--- config.mk ---
export PLATFORM = sky130hd
export DESIGN_NAME = uart_word_serializer
export DESIGN_NICKNAME = d
export VERILOG_FILES = /design/src/rtl/uart_word_serializer.sv
export SDC_FILE = /design/constraint.sdc
export NUM_CORES = 1
export LEC_CHECK = 0
export CORE_ASPECT_RATIO = 1.2
export CORE_MARGIN = 8
export CORE_UTILIZATION = 32
export CTS_CLUSTER_SIZE = 10
export DETAILED_ROUTE_END_ITERATION = 6
export PLACE_DENSITY_LB_ADDON = 0.2
export SYNTH_ARGS = -nofsm -noshare
export SYNTH_HDL_FRONTEND = slang
export SYNTH_SLANG_ARGS = --single-unit
--- constraint.sdc ---
create_clock -name clk -period 2.2 [get_ports clk]
set_input_delay 0.22 -clock clk [delete_from_list [all_inputs] [get_ports clk]]
set_output_delay 0.22 -clock clk [all_outputs]
set_load 0.005 [all_outputs]
--- src/rtl/uart_word_serializer.sv ---
// uart_word_serializer
//   Word-to-byte bridge between the datapath and the UART byte FIFOs.
//   TX: latches an NBYTES*DBIT-bit word and writes it one byte per cycle into
//       the transmit FIFO, stalling while the FIFO is full. A held level
//       request sends the word exactly once.
//   RX: packs consecutive received bytes back into a word.
//
// Ports
//   clk, reset           : clock, synchronous active-high reset
//   wr_word, word_in     : level send request and the word to send
//   fifo_full            : TX FIFO full flag (back-pressure, same-cycle)
//   fifo_wdata, fifo_wr  : byte and write strobe to the TX FIFO
//   busy, done           : busy while sending; one-cycle pulse after last byte
//   rx_byte, rx_valid    : received byte and its one-cycle qualifier
//   rx_word, rx_word_valid : last assembled word and its update pulse
module uart_word_serializer #(
  parameter int DBIT      = 8,
  parameter int NBYTES    = 2,
  parameter int MSB_FIRST = 0
) (
  input  logic                   clk,
  input  logic                   reset,
  input  logic                   wr_word,
  input  logic [NBYTES*DBIT-1:0] word_in,
  input  logic                   fifo_full,
  output logic [DBIT-1:0]        fifo_wdata,
  output logic                   fifo_wr,
  output logic                   busy,
  output logic                   done,
  input  logic [DBIT-1:0]        rx_byte,
  input  logic                   rx_valid,
  output logic [NBYTES*DBIT-1:0] rx_word,
  output logic                   rx_word_valid
);

  localparam int W  = NBYTES * DBIT;
  localparam int CW = (NBYTES > 1) ? $clog2(NBYTES) : 1;
  localparam logic [CW-1:0] LAST = CW'(NBYTES - 1);

  typedef enum logic [1:0] {IDLE, SEND, DONE, HOLD} tx_state_e;

  // ---------------------------------------------------------------- TX side
  tx_state_e       state_q, state_d;
  logic [W-1:0]    tx_sr_q, tx_sr_d;
  logic [CW-1:0]   tx_cnt_q, tx_cnt_d;

  always_ff @(posedge clk) begin
    if (reset) begin
      state_q  <= IDLE;
      tx_sr_q  <= '0;
      tx_cnt_q <= '0;
    end else begin
      state_q  <= state_d;
      tx_sr_q  <= tx_sr_d;
      tx_cnt_q <= tx_cnt_d;
    end
  end

  always_comb begin
    state_d    = state_q;
    tx_sr_d    = tx_sr_q;
    tx_cnt_d   = tx_cnt_q;
    fifo_wr    = (state_q == SEND) && !fifo_full;
    fifo_wdata = (MSB_FIRST != 0) ? tx_sr_q[W-1 -: DBIT] : tx_sr_q[DBIT-1:0];
    busy       = (state_q == SEND);
    done       = (state_q == DONE);
    case (state_q)
      IDLE: begin
        if (wr_word) begin
          state_d  = SEND;
          tx_sr_d  = word_in;
          tx_cnt_d = '0;
        end
      end
      SEND: begin
        if (fifo_wr) begin
          tx_sr_d = (MSB_FIRST != 0) ? (tx_sr_q << DBIT) : (tx_sr_q >> DBIT);
          // Count saturates at the last byte; the FSM leaves SEND instead.
          if (tx_cnt_q == LAST) state_d = DONE;
          else                  tx_cnt_d = tx_cnt_q + CW'(1);
        end
      end
      DONE: state_d = wr_word ? HOLD : IDLE;
      HOLD: if (!wr_word) state_d = IDLE;
      default: state_d = IDLE;
    endcase
  end

  // ---------------------------------------------------------------- RX side
  logic [W-1:0]  rx_asm_q, rx_asm_d;
  logic [CW-1:0] rx_cnt_q, rx_cnt_d;
  logic [W-1:0]  rx_word_q, rx_word_d;
  logic          rx_wv_q, rx_wv_d;

  always_ff @(posedge clk) begin
    if (reset) begin
      rx_asm_q  <= '0;
      rx_cnt_q  <= '0;
      rx_word_q <= '0;
      rx_wv_q   <= 1'b0;
    end else begin
      rx_asm_q  <= rx_asm_d;
      rx_cnt_q  <= rx_cnt_d;
      rx_word_q <= rx_word_d;
      rx_wv_q   <= rx_wv_d;
    end
  end

  always_comb begin
    rx_asm_d  = rx_asm_q;
    rx_cnt_d  = rx_cnt_q;
    rx_word_d = rx_word_q;
    rx_wv_d   = 1'b0;
    if (rx_valid) begin
      // LSB-first: new byte enters at the top so the first byte ends lowest.
      if (MSB_FIRST != 0)
        rx_asm_d = (rx_asm_q << DBIT) | W'(rx_byte);
      else
        rx_asm_d = (rx_asm_q >> DBIT) | (W'(rx_byte) << (W - DBIT));
      if (rx_cnt_q == LAST) begin
        rx_cnt_d  = '0;
        rx_word_d = rx_asm_d;
        rx_wv_d   = 1'b1;
      end else begin
        rx_cnt_d = rx_cnt_q + CW'(1);
      end
    end
  end

  assign rx_word       = rx_word_q;
  assign rx_word_valid = rx_wv_q;

endmodule

* Yosys cells after proc, flatten, opt, wreduce, memory -nomap -nowiden *
Index checks and enable logic that the tools add are counted.
W data, S select, Z words.

storage, ports and cells
  register bits = 53
  bits of input ports = 29
  logic and storage cells = 41

cells by class
  add/sub/neg operators = 2
  equal/unequal tests = 7
  multiplexer cells = 15
  bitwise logic cells = 2
  reduce and logical (&&, ||, !) cells = 8

operators by type and width
  kind                   number
  $mux W16               2
  $pmux W16 S2           1
  $or A8 B16 Y16         1
  $mux W2                5
  $pmux W2 S4            1
  $ne A2 B2 Y1 const B   3
  $mux W1                5
  $eq A2 B2 Y1 const B   2
  $reduce_and A4 Y1      1
  $reduce_and A3 Y1      1
  $add A1 B1 Y1 const B  2
  $eq A2 B1 Y1 const B   1
  $logic_not A2 Y1       1
  $ne A2 B1 Y1 const B   1
  $pmux W1 S2            1
  $reduce_and A2 Y1      1
  $reduce_bool A2 Y1     1
  $reduce_or A2 Y1       1
  $logic_and A1 B1 Y1    1
  $logic_not A1 Y1       1
  $not A1 Y1             1

* Depth between registers and ports, before layout *
Gate-level depths: netlist of the first run.

  depth after elaboration = 4
  depth in mapped cells = 5
  depth with buffers taken out = 3

* Worst setup path before layout of the first run *
OpenSTA, ideal clock, no wires.

  path kind = register -> register
  start = reg state_q[1]
  end = reg tx_sr_q[0]
  setup time = 0.119 ns
  data arrival time = 1.184 ns
  required time = 2.081 ns
  setup slack = 0.897 ns
  stages on the path, launching flop included = 5
  buffers on the path = 2
  path through = dfxtp_1 -> buf_6 -> or3b_1 -> buf_6 -> o221a_2

on the way
  word-level cells in the longest chain between the ends = 4
  elaborated cells between the ends (all ways) = 8

RTL lines
  what                                RTL line  RTL
  start: declaration                  43        tx_state_e state_q, state_d;
  start signal: assignment            53        state_q <= state_d;
  $eq A2 B1 Y1                        63, 67
  $logic_and A1 B1 Y1                 63        fifo_wr = (state_q == SEND) && !fifo_full;
  $ne A2 B2 Y1 (no source line)       -
  $reduce_and A3 Y1 (no source line)  -
  end signal: assignment              54        tx_sr_q <= tx_sr_d;
  end: declaration                    44        logic [W-1:0] tx_sr_q, tx_sr_d;

Several ways; a longest one is shown, not always the timed one.
A chain may end at the register's enable or synchronous reset.

* Worst setup path after layout of the first run *
  start = reg state_q[0]
  end = out fifo_wr

on the way
  word-level cells in the longest chain between the ends = 2

RTL lines
  what                 RTL line  RTL
  $eq A2 B1 Y1         63
  $logic_and A1 B1 Y1  63
  end: declaration     27        output logic fifo_wr,

No other way between the ends.

==> results of run 1 <==
==> flip-flops by register name (all words and copies together), names as in the netlist <==
| register | cells |
|---|---|
| tx_sr_q | 16 |
| tx_cnt_q | 1 |
| rx_cnt_q | 1 |
| rx_word_valid | 1 |
| state_q | 2 |
| rx_asm_q | 8 |
| rx_word | 16 |
==> kinds of logic after synthesis <==
kind of cell,Yosys count,synth area share
flops,45,0.542
buf+inv,27,0.101
mux,8,0.0482
xor+xnor,1,0.00527
compound gates,47,0.231
simple gates,21,0.0723
==> synthesized netlist by cell type, drive strengths merged (2+ instances only) <==
cell type,instances,area share
a21oi,10,0.030
a22o,24,0.13
buf,15,0.074
clkbuf,2,0.0045
dfxtp,45,0.54
inv,10,0.023
mux2i,8,0.048
nor2,14,0.041
nor2b,2,0.0075
o21ai,2,0.0060
o221a,8,0.054
==> critical path, delay by kind of cell (launching register included) <==
kind	cells	cell delay, ns
and+or+nand+nor	1	0.38
buffers and inverters	1	0.59
DFF	1	0.41
==> report_power, final <==
part,internal (mW),switching (mW),total [mW],leakage [nW]
Clock,0.209,0.252,0.461,0.0399
Sequential,0.861,0.0268,0.888,0.369
Combinational,0.144,0.0893,0.233,0.491
==> final timing paths <==
kind	end	from	cells after the start
hold / removal	rx_word[5]$_SDFFE_PP0P_	rx_asm_q[13]$_SDFFE_PP0P_	1
setup reg to reg	tx_sr_q[6]$_SDFFE_PP0P_	state_q[1]$_SDFFE_PP0P_	2
setup / recovery	fifo_wr	state_q[0]$_SDFFE_PP0P_	2
hold reg to reg	rx_word[5]$_SDFFE_PP0P_	rx_asm_q[13]$_SDFFE_PP0P_	1
==> layer usage <==
layer,up-vias,share of wire,track usage
met5,-,0,0
met4,0,0.015,0.0396
met3,6,0.092,0.0504
met2,46,0.50,0.195
met1,594,0.40,0.110
li1,625,-,-
==> through the flow <==
step                instance area, um^2  setup WS (ns)  hold WS [ns]  total power [mW]   util
CTS                                2280          0.285         0.472              1.61  0.458
detailed placement                 2200          0.355         0.455              1.14  0.443
floorplan                          1660          0.897         0.345              1.03      -
global route                       2280          0.229         0.488              1.67  0.458
finish                             2280          0.321         0.467              1.58  0.458
global placement                   2200          0.351         0.453              1.14  0.443
==> layout make-up <==
type | count | area share
Sequential cell | 45 | 0.395
Timing Repair Buffer | 61 | 0.262
Multi-Input combinational cell | 77 | 0.260
Tap cell | 60 | 0.0329
Clock buffer | 5 | 0.0302
Inverter | 10 | 0.0165
Clock inverter | 1 | 0.00220
==> qor.yml, run 1 <==
clock_tree:
  insertion_delay_ns: 0.29
  cts_max_level: 2
  cts-hold-fix-buffers: 0
  cts_sinks: 45
  cts_root_buffer: "clkbuf_8"
  cts_buffer_depth: 2
  path_clk_slew_ns: 0.07
  post_cts_buffers: 0
  post_cts_resized: 0
  cts_buffers: 5
  cts_tree: "built"
drt:
  first_pass_iters: 4
  ant_nets: 0
  wl_per_cell_um: 15.6
  route.detailed.drc: 0
  wl_um: 4040
  via_count: 1271
  initialDrtViolationCount: 50
  avgViaCountPerCell: 4.91
floorplan:
  die_w_um: 81.8
  fp.dieH_um: 94.9
  rows: 28
  core_um2: 4970
  start_util: 0.334
  io_pins: 57
  dieArea_um2: 7760
power:
  vdd_drop_max_mv: 0.380
  p_leak_nw: 0.900
  power-per-cell-area_nw_per_um2: 694
placement:
  gp_congestion: 0.726
  io_buffers: 56
  dp.cells: 253
  place_hpwl_um: 3070
critical_path:
  r2r_slack_ns: 0.77
  required_ns: 1.98
  worstPathCellList: "nor3b_1 -> clkdlybuf4s50_1"
  cp_max_fo: 7
  max_stage_delay_ns: 0.59
  worstSetupPathType: "flop to primary output"
  cp-end-kind: "primary output"
  cp_slowest_cell: "clkdlybuf4s50_1"
  startpoint_type: "flop"
  crit_arrival_ns: 1.66
final_layout:
  drive_above_1_share: 0.106
  area_delta_synth_final_pct: 37.1
  fill_cells: 477
  final_cell_mix: "clkdlybuf4s50_1 (56), dfxtp_1 (45), a22o_1 (24)"
  multiInputGateArea_um2: 593
  final_nets: 229
  stdcell_count: 259
  seq_area_um2: 901
  antenna_cells: 0
  final_common_cell: "clkdlybuf4s50_1"
yosys:
  ys_seq_elements: 45
  synth_edf_count: 0
  syn_nets: 178
  ys_types: 25
  syn-instance-count: 149
  async_flop_share: 0
  avgSynthCellArea_um2: 11.2
  seq_area_frac_synth: 0.542
  syn_area_um2: 1660
  ys_warn_count: 0
  synth_flop_cell: "dfxtp_1"
global_route:
  track_usage: 0.110
  grt_pass1_vias: 1398
  grt_pass1_wl_um: 6630
  overflow: 0
  grt_max_degree: 18
  antenna_found_initial: 0
sta:
  finalCritPeriodShare: 0.854
  rsz0062_at_grt: "false"
  finalSetupTns_ns: 0
  setup_viol: 0
  relSlewSlack: 0.571
  min_period_ns: 1.88
  drv_slew: 0
  hold_viol: 0
  max_freq_ghz: 0.532
  tightest_slew_ns: 0.644
  clock-skew-final_ns: 0.00679
run:
  maxCapViolations: 0
hold_path:
  hold_class: "flop to flop"
outcome:
  status: "finished, final reports clean"
Note: power is estimated with default switching activity, not from simulation.
==> run 2: changes to the inputs <==
--- a/config.mk
+++ b/config.mk
@@ -5,9 +5,9 @@
 export SDC_FILE = /design/constraint.sdc
 export NUM_CORES = 1
 export LEC_CHECK = 0
+export ABC_AREA = 1
 export CORE_ASPECT_RATIO = 1.2
-export CORE_MARGIN = 8
-export CORE_UTILIZATION = 32
+export CORE_UTILIZATION = 49
 export CTS_CLUSTER_SIZE = 10
 export DETAILED_ROUTE_END_ITERATION = 6
 export PLACE_DENSITY_LB_ADDON = 0.2
==> qor.yml, run 2 <==
outcome:
  status: "finished with violations"
  violations: "design-rule violations"
placement:
  place_hpwl_um: 2720  # -11%
  gp_congestion: 0.825  # +14%
  io_buffers: 56  # unchanged
floorplan:
  core_um2: 3600  # -28%
  fp.dieH_um: 69.2  # -27%
  rows: 24  # -14%
  dieArea_um2: 4010  # -48%
  start_util: 0.512  # +0.178
  io_pins: 57  # unchanged
  die_w_um: 58.0  # -29%
drt:
  initialDrtViolationCount: 96  # +92%
  wl_per_cell_um: 11.7  # -25%
  ant_nets: 0  # unchanged
  via_count: 1654  # +30%
  first_pass_iters: 6  # +2
  wl_um: 3860  # -4.4%
  avgViaCountPerCell: 5.01  # +2.1%
  route.detailed.drc: 6  # +6
yosys:
  synth.area.top_cells: "dfxtp_1 (49%), nand2_1 (11%), nand3_1 (11%), a21oi_1 (5.4%), buf_4 (4.5%)"
  synth_top_area_frac: 0.488  # -0.0537
  synth_flop_cell: "dfxtp_1"
  ys_seq_elements: 45  # unchanged
  ys_types: 18  # -28%
  yosysMostFrequentCell: "nand2_1"
  netlist_top_cells_count: "nand2_1 (55), dfxtp_1 (45), nand3_1 (40), nor2_1 (21), a21oi_1 (20)"
  yosys.area.top_type: "dfxtp_1"
  syn_nets: 273  # +53%
  syn_area_um2: 1840  # +11%
  async_flop_share: 0  # unchanged
  synth_edf_count: 0  # unchanged
  seq_area_frac_synth: 0.488  # -0.0537
  avgSynthCellArea_um2: 7.56  # -32%
  syn-instance-count: 244  # +64%
  ys_warn_count: 0  # unchanged
power:
  power-per-cell-area_nw_per_um2: 662  # -4.6%
  vdd_drop_max_mv: 0.471  # +24%
  p_leak_nw: 1.06  # +18%
global_route:
  antenna_found_initial: 0  # unchanged
  overflow: 0  # unchanged
  track_usage: 0.206  # +0.0952
  grt_max_degree: 21  # +3
  grt_pass1_wl_um: 6490  # -2.2%
  grt_pass1_vias: 1516  # +8.4%
sta:
  finalSetupTns_ns: 0  # unchanged
  clock-skew-final_ns: 0.00161  # -0.00518 ns
  rsz0062_at_grt: "false"
  max_freq_ghz: 0.513  # -3.7%
  drv_slew: 0  # unchanged
  min_period_ns: 1.95  # +0.0722 ns
  finalHoldWorstSlack_ns: 0.449  # -0.0182 ns
  hold_viol: 0  # unchanged
  setup_viol: 0  # unchanged
  relSlewSlack: 0.636  # +0.0655
  tightest_slew_ns: 0.544  # -0.0995 ns
  finalCritPeriodShare: 0.887  # +0.0328
critical_path:
  cp-startpoint: "state_q[1]$_SDFFE_PP0P_"
  required_ns: 1.98  # about the same
  crit_arrival_ns: 1.73  # +0.07 ns
  worstSetupPathType: "flop to primary output"
  r2r-start: "state_q[0]$_SDFFE_PP0P_"
  cp-end-kind: "primary output"
  cp_max_fo: 18  # +11
  startpoint_type: "flop"
clock_tree:
  path_clk_slew_ns: 0.08  # about the same
  cts_buffers: 5  # unchanged
  cts_sinks: 45  # unchanged
  cts_tree: "built"
  cts_root_buffer: "clkbuf_8"
  post_cts_buffers: 0  # unchanged
  cts-hold-fix-buffers: 0  # unchanged
  cts_buffer_depth: 2  # unchanged
  insertion_delay_ns: 0.29  # about the same
  post_cts_resized: 0  # unchanged
  cts_max_level: 2  # unchanged
hold_path:
  min_from: "rx_asm_q[8]$_SDFFE_PP0P_"
  hold_class: "flop to flop"
final_layout:
  area_delta_synth_final_pct: 31.5
  final_cell_mix: "clkdlybuf4s50_1 (56), nand2_1 (55), dfxtp_1 (45)"
  antenna_cells: 0  # unchanged
  drive_above_1_share: 0.0653  # -0.0402
  post-route-util: 0.673  # +0.215
  final_common_cell: "clkdlybuf4s50_1"
  final_nets: 321  # +40%
run:
  maxCapViolations: 0  # unchanged
==> run 2: cell type report <==
type | instances | area [um^2]
multi-input combinational | 157 | 724
clock inverter | 1 | 5.00
inverter | 23 | 86.3
sequential | 45 | 901
timing repair buffer | 60 | 591
fill | 329 | 1180
tap | 39 | 48.8
clock buffer | 5 | 68.8
==> run 2: routing by layer <==
layer / GRT usage / up-vias / routed length, um
li1: - / 869 / -
met1: 0.254 / 736 / 1760
met2: 0.345 / 45 / 1840
met3: 0.0597 / 4 / 227
met4: 0.0556 / 0 / 36
met5: 0 / - / 0
==> run 2: logic make-up after synthesis <==
| kind of cell | after synthesis | share of synthesized area |
|---|---|---|
| and+or+nand+nor | 121 | 0.295 |
| DFF | 45 | 0.488 |
| buffers and inverters | 42 | 0.119 |
| AOI/OAI and AO/OA | 36 | 0.0977 |
==> run 2: final timing paths <==
check,endpoint,slack [ns],depth (start not counted)
setup / recovery,fifo_wr,0.25,4
hold / removal,rx_word[0]$_SDFFE_PP0P_,0.45,2
setup reg to reg,tx_sr_q[15]$_SDFFE_PP0P_,0.83,6
hold reg to reg,rx_word[0]$_SDFFE_PP0P_,0.45,2
==> run 2: worst max-delay path, stage by stage (launching register included) <==
cell and delay [ns]:
dfxtp_1 0.35, inv_2 0.19, nand3b_4 0.23, inv_1 0.16
clkdlybuf4s50_1 0.51
==> run 2: stage by stage <==
| step | total power [mW] | instances | worst slack (ns) | cell area (um^2) |
|---|---|---|---|---|
| detailed placement | 1.16 | 324 | 0.393 | 2350 |
| floorplan | 1.05 | 244 | 1.19 | 1840 |
| global placement | 1.16 | 324 | 0.405 | 2350 |
| global route | 1.69 | 330 | 0.115 | 2420 |
| finish | 1.61 | 330 | 0.249 | 2420 |
| CTS | 1.62 | 330 | 0.251 | 2420 |
==> run 2: power by group <==
part | internal (mW) | switching, mW | total [mW]
clock network | 0.209 | 0.254 | 0.463
logic | 0.137 | 0.120 | 0.257
registers | 0.861 | 0.0256 | 0.886
total | 1.21 | 0.399 | 1.61
